`src/rtl/kyber_modmul_pipe.sv`:
```
// kyber_modmul_pipe: pipelined WxW unsigned multiplier with Barrett reduction mod Q;
//   per-pair result select: raw product, product mod Q, or running modular MAC.
// Latency: 5 enabled cycles from in_valid sampled to out_valid; one result per enabled cycle.
// Backpressure: none downstream; ce=0 freezes every register (including outputs), clr flushes.
// Ports:
//   clk, rst_n      clock (rising edge), asynchronous active-low reset
//   ce              pipeline enable, 0 stalls all stages
//   clr             synchronous flush of all valids and the accumulator (only while ce=1)
//   in_valid, a, b  operand pair and its valid tag
//   mode            00 raw, 01 modmul, 10 MAC, 11 treated as modmul
//   acc_clr         MAC for this pair starts from 0 instead of acc
//   out_valid, dout result valid and result (modular results zero-extended to 2W)
//   acc             current MAC accumulator
module kyber_modmul_pipe #(
  parameter int W         = 12,
  parameter int Q         = 3329,
  parameter int BARRETT_K = 24,
  parameter int BARRETT_M = 5039
) (
  input  logic           clk,
  input  logic           rst_n,
  input  logic           ce,
  input  logic           clr,
  input  logic           in_valid,
  input  logic [W-1:0]   a,
  input  logic [W-1:0]   b,
  input  logic [1:0]     mode,
  input  logic           acc_clr,
  output logic           out_valid,
  output logic [2*W-1:0] dout,
  output logic [W-1:0]   acc
);

  localparam int PW = 2 * W;                      // product width
  localparam int MW = $clog2(BARRETT_M + 1);      // Barrett constant width
  localparam int XW = PW + MW;                    // full P*M width, shifted without prior truncation
  localparam int TW = XW - BARRETT_K;             // quotient estimate width
  localparam int RW = W + 1;                      // remainder width, holds values below 2Q

  localparam logic [XW-1:0] M_X = XW'(BARRETT_M);
  localparam logic [RW-1:0] Q_R = RW'(Q);

  localparam logic [1:0] MODE_RAW = 2'b00;
  localparam logic [1:0] MODE_MAC = 2'b10;

  // Stage valids and tags travel together with the data.
  logic          s1_vld, s2_vld, s3_vld, s4_vld;
  logic [W-1:0]  s1_a, s1_b;
  logic [1:0]    s1_mode, s2_mode, s3_mode, s4_mode;
  logic          s1_ac, s2_ac, s3_ac, s4_ac;
  logic [PW-1:0] s2_p, s3_p, s4_p;
  logic [TW-1:0] s3_t;
  logic [RW-1:0] s4_r;

  // S2: full product.
  logic [PW-1:0] p_c;
  assign p_c = {{W{1'b0}}, s1_a} * {{W{1'b0}}, s1_b};

  // S3: quotient estimate T = floor(P*M / 2^K); T is at most one below floor(P/Q).
  logic [XW-1:0] pm_c;
  logic [TW-1:0] t_c;
  assign pm_c = {{MW{1'b0}}, s2_p} * M_X;
  assign t_c  = TW'(pm_c >> BARRETT_K);

  // S4: R = P - T*Q. The true R is below 2Q < 2^(W+1), so only the low W+1 bits
  // of P and T*Q matter; the subtraction wraps correctly modulo 2^(W+1).
  logic [RW-1:0] tq_c;
  logic [RW-1:0] r_c;
  assign tq_c = RW'(s3_t) * Q_R;
  assign r_c  = RW'(s3_p) - tq_c;

  // S5: final conditional subtract, then the MAC add with its own conditional subtract.
  logic [RW-1:0] rm_c;
  logic [RW-1:0] base_c;
  logic [RW-1:0] sum_c;
  logic [RW-1:0] mac_c;
  logic [PW-1:0] res_c;

  assign rm_c   = (s4_r >= Q_R) ? (s4_r - Q_R) : s4_r;
  assign base_c = s4_ac ? '0 : {1'b0, acc};
  assign sum_c  = base_c + rm_c;
  assign mac_c  = (sum_c >= Q_R) ? (sum_c - Q_R) : sum_c;

  always_comb begin
    res_c = PW'(rm_c);
    case (s4_mode)
      MODE_RAW: res_c = s4_p;
      MODE_MAC: res_c = PW'(mac_c);
      default:  res_c = PW'(rm_c);
    endcase
  end

  // Control path: valids, outputs and accumulator are reset and flushable.
  always_ff @(posedge clk or negedge rst_n) begin
    if (!rst_n) begin
      s1_vld    <= 1'b0;
      s2_vld    <= 1'b0;
      s3_vld    <= 1'b0;
      s4_vld    <= 1'b0;
      out_valid <= 1'b0;
      dout      <= '0;
      acc       <= '0;
    end else if (ce) begin
      if (clr) begin
        // Flush drops everything in flight, including the pair presented now; dout holds.
        s1_vld    <= 1'b0;
        s2_vld    <= 1'b0;
        s3_vld    <= 1'b0;
        s4_vld    <= 1'b0;
        out_valid <= 1'b0;
        acc       <= '0;
      end else begin
        s1_vld    <= in_valid;
        s2_vld    <= s1_vld;
        s3_vld    <= s2_vld;
        s4_vld    <= s3_vld;
        out_valid <= s4_vld;
        // Bubbles leave dout and acc untouched; only MAC entries move acc.
        if (s4_vld) begin
          dout <= res_c;
          if (s4_mode == MODE_MAC) begin
            acc <= W'(mac_c);
          end
        end
      end
    end
  end

  // Data path: qualified by the valids above, so no reset is needed.
  always_ff @(posedge clk) begin
    if (ce) begin
      s1_a    <= a;
      s1_b    <= b;
      s1_mode <= mode;
      s1_ac   <= acc_clr;

      s2_p    <= p_c;
      s2_mode <= s1_mode;
      s2_ac   <= s1_ac;

      s3_p    <= s2_p;
      s3_t    <= t_c;
      s3_mode <= s2_mode;
      s3_ac   <= s2_ac;

      s4_p    <= s3_p;
      s4_r    <= r_c;
      s4_mode <= s3_mode;
      s4_ac   <= s3_ac;
    end
  end

endmodule

```
`config.mk`:
```
export PLATFORM = sky130hd
export DESIGN_NAME = kyber_modmul_pipe
export DESIGN_NICKNAME = d
export VERILOG_FILES = /design/src/rtl/kyber_modmul_pipe.sv
export SDC_FILE = /design/constraint.sdc
export NUM_CORES = 1
export LEC_CHECK = 0
export BUFFER_PORTS_ARGS = -buffer_cell sky130_fd_sc_hd__buf_2
export CAP_MARGIN = 20
export CORE_MARGIN = 1.5
export CORE_UTILIZATION = 51
export DETAILED_ROUTE_END_ITERATION = 8
export PLACE_DENSITY = 0.67
export SLEW_MARGIN = 15
export SYNTH_ARGS = -nofsm -noshare
export SYNTH_HDL_FRONTEND = slang
export SYNTH_SLANG_ARGS = --single-unit
```
`constraint.sdc`:
```
create_clock -name clk -period 6.3 [get_ports clk]
set_input_delay 1.89 -clock clk [delete_from_list [all_inputs] [get_ports clk]]
set_output_delay 1.89 -clock clk [all_outputs]
set_load 0.005 [all_outputs]
```
==> results.py <==
metrics = {
    "status": {
        "outcome": "finished, final reports clean",
    },
    "routing": {
        "wire_per_inst_um": 16.1,
        "drcViolationCount": 0,
        "final_antenna_net_count": 0,
        "firstDrtPassIters": 5,
        "routed-wl-met3_mm": 1.14,
        "via_per_inst": 5.24,
        "wl_met2_mm": 17.8,
        "highest_layer": "met4",
        "finalWirelength_mm": 35.3,
        "first_iter_violations": 572,
        "vias": 11500,
        "wl_met1_mm": 15.7,
    },
    "place": {
        "dp_slack_ns": 0.126,
        "placed_cells": 2146,
        "dp_hpwl_mm": 29.3,
        "gp_congestion": 0.910,
        "io_buffers": 68,
    },
    "floorplan": {
        "die_area_um2": 36100,
        "start_util": 0.517,
        "rows": 68,
        "boundaryPins": 69,
        "fp.dieW_um": 190,
        "fp.dieH_um": 190,
        "core_area_um2": 34500,
    },
    "global_route": {
        "grt_pass1_wl_mm": 58.7,
        "grt_max_degree": 53,
        "overflow": 0,
        "antenna_found_initial": 0,
        "grt_pass1_vias": 11800,
        "grt_usage": 0.208,
    },
    "timing": {
        "whs_ns": 0.420,
        "tns_ns": 0,
        "relSlewSlack": 0.322,
        "rsz0062_at_grt": "no",
        "clock.fmax_ghz": 0.167,
        "hold_violations": 0,
        "fin_ws_ns": 0.306,
        "finalSetupViolations": 0,
        "finalCritPeriodShare": 0.951,
        "slew_viol_final": 0,
        "fin_skew_ns": 0.0133,
        "fin_crit_ns": 5.99,
        "worstMarginPinSlew_ns": 1.01,
    },
    "critical_path": {
        "cp_max_fo": 6,
        "startpoint_type": "register",
        "worstPathRequired_ns": 6.49,
        "worstSetupPathType": "reg -> reg",
        "regToRegEndpoint": "s3_t[6]$_DFFE_PP_",
        "critPathArrivalTime_ns": 6.19,
        "end_kind": "register",
        "r2r_start": "s2_p[7]$_DFFE_PP_",
        "r2r_setup_slack_ns": 0.31,
        "r2r_cells": 20,
    },
    "synthesis": {
        "synth_top_area_frac": 0.263,
        "ys_top_cells_by_area": "fa_1 26%, edfxtp_1 23%, ha_1 16%",
        "synth_flop_cell": "edfxtp_1",
        "yosys.area.top_type": "fa_1",
        "synth_cell_types": 71,
        "seq_area_frac_synth": 0.283,
        "async_reset_ff_frac": 0.234,
        "synth_area_um2": 17800,
        "ys_top_cells_by_count": "321 x inv_1, 234 x fa_1, 234 x ha_1, 162 x nand2_1, 134 x edfxtp_1",
        "synth.avg_cell_area_um2": 10.8,
        "yosys_warnings": 0,
        "synth_fp_nets": 2149,
        "ys_ff_latch": 175,
        "synth_edf_count": 134,
        "synth.most_common_cell": "inv_1",
        "synth_cells": 1649,
    },
    "clock_network": {
        "cts.clk_slew.worst_paths_ns": 0.07,
        "cts_made_buffers": 17,
        "numClockSinks": 175,
        "clock_path_buffers": 2,
        "cts_tree": "yes",
        "cts-root-buf": "clkbuf_16",
        "htreeDepth": 4,
        "clk_latency_ns": 0.46,
    },
    "worst_hold_path": {
        "min_path_type": "reg -> reg",
        "hold_end": "s2_mode[1]$_DFFE_PP_",
        "hold_start": "s1_mode[1]$_DFFE_PP_",
        "hold_path_depth": 0,
    },
    "cells_and_area": {
        "synthToLayoutAreaGrowth_pct": 8.76,
        "final_nets": 2223,
        "n_fill_cell": 2959,
        "instances_no_fill": 2191,
        "drive_gt1_frac": 0.0858,
        "n_antenna_cell": 0,
    },
    "flow_run": {
        "drv_cap": 0,
    },
}
[worst max-delay path: stages (launching register included)]
cell and delay (ns):
edfxtp_1 0.55, fa_1 0.63, fa_1 0.45, fa_1 0.52
inv_1 0.06, fa_1 0.52, inv_1 0.05, fa_1 0.43
ha_1 0.32, a21oi_1 0.15, a21oi_1 0.08, a2111oi_1 0.39
buf_4 0.18, a2111oi_1 0.08, buf_4 0.16, o31ai_1 0.24
buf_4 0.17, nand2b_1 0.09, and2_1 0.18, o21a_1 0.18
o311a_1 0.30
[worst max path at each step]
stage / from / endpoint / slack [ns] / cells after the start
floorplan: s2_p[7]$_DFFE_PP_ / s3_t[6]$_DFFE_PP_ / 0.66 / 17
CTS: s2_p[10]$_DFFE_PP_ / s3_t[12]$_DFFE_PP_ / 0.09 / 18
finish: s2_p[7]$_DFFE_PP_ / s3_t[6]$_DFFE_PP_ / 0.31 / 20
global placement: s2_p[7]$_DFFE_PP_ / s3_t[6]$_DFFE_PP_ / 0.22 / 20
global route: s2_p[7]$_DFFE_PP_ / s3_t[6]$_DFFE_PP_ / 0.02 / 20
detailed placement: s2_p[10]$_DFFE_PP_ / s3_t[12]$_DFFE_PP_ / 0.13 / 18
[cell usage in the layout (no fill, tap or decap), drive strengths merged, types with 5 or more instances in the layout]
cell and n:
dfrtp 41, nand2 162, nand4 6, and3 9, nand3 21, o22ai 12
xnor2 50, o31ai 5, fa 234, nor2b 22, clkbuf 20, edfxtp 134
ha 234, o21ai 40, a221oi 12, a31oi 9, a21oi 47, nor2 61
buf 97, inv 327, o21a 12, a211oi 5, or3 6, and2 59
xor2 23, a21o 14, nor3 13
[stage by stage]
| step | area [um2] | util |
|---|---|---|
| final | 19400 | 0.562 |
| after global routing | 19400 | 0.562 |
| after CTS | 19300 | 0.560 |
| after detailed placement | 18700 | 0.542 |
| after global placement | 18700 | 0.542 |
| after floorplan | 17800 | - |
[logic make-up (layout without fill, tap and decap cells)]
kind of cell    Yosys count  in the layout  share of synthesized area
fa+ha+maj               468            468                      0.427
simple gates            378            378                      0.101
buf+inv                 363            450                     0.0770
compound gates          188            188                     0.0724
flops                   175            175                      0.283
xor+xnor                 73             73                     0.0369
mux                       4              4                    0.00225
[registers in the layout, summed over array words and instances (netlist names), 2 cells and up]
register / cells
s4_p: 24
dout: 24
s3_p: 24
s2_p: 24
s1_a: 12
s1_mode: 2
s3_t: 13
s4_r: 13
acc: 12
s1_b: 12
s2_mode: 2
s4_mode: 2
s3_mode: 2
[per-layer routing]
metal / vias up / global-route usage
met5: - / 0
met4: 0 / 0.0720
met3: 43 / 0.0234
met2: 202 / 0.352
met1: 5753 / 0.277
li1: 5488 / -
[area by class of cell]
cell class                 count  area, um2  area share
clock buffer                  20        437      0.0225
timing repair buffer          97        564      0.0291
multi-input combinational   1111      11400       0.588
clock inverter                12        153     0.00788
inverter                     321       1200      0.0622
sequential                   175       5050       0.261
tap                          455        569      0.0294
[repair_timing]
action,4_1_cts,5_1_grt
setup endpoints to repair,0,3
hold endpoints to repair,0,0
buffers inserted,0,13
hold buffers,0,0
resized for setup,0,2
Power is not shown: default switching activity piles up to over one toggle a cycle in this logic, so the estimate is an artifact.
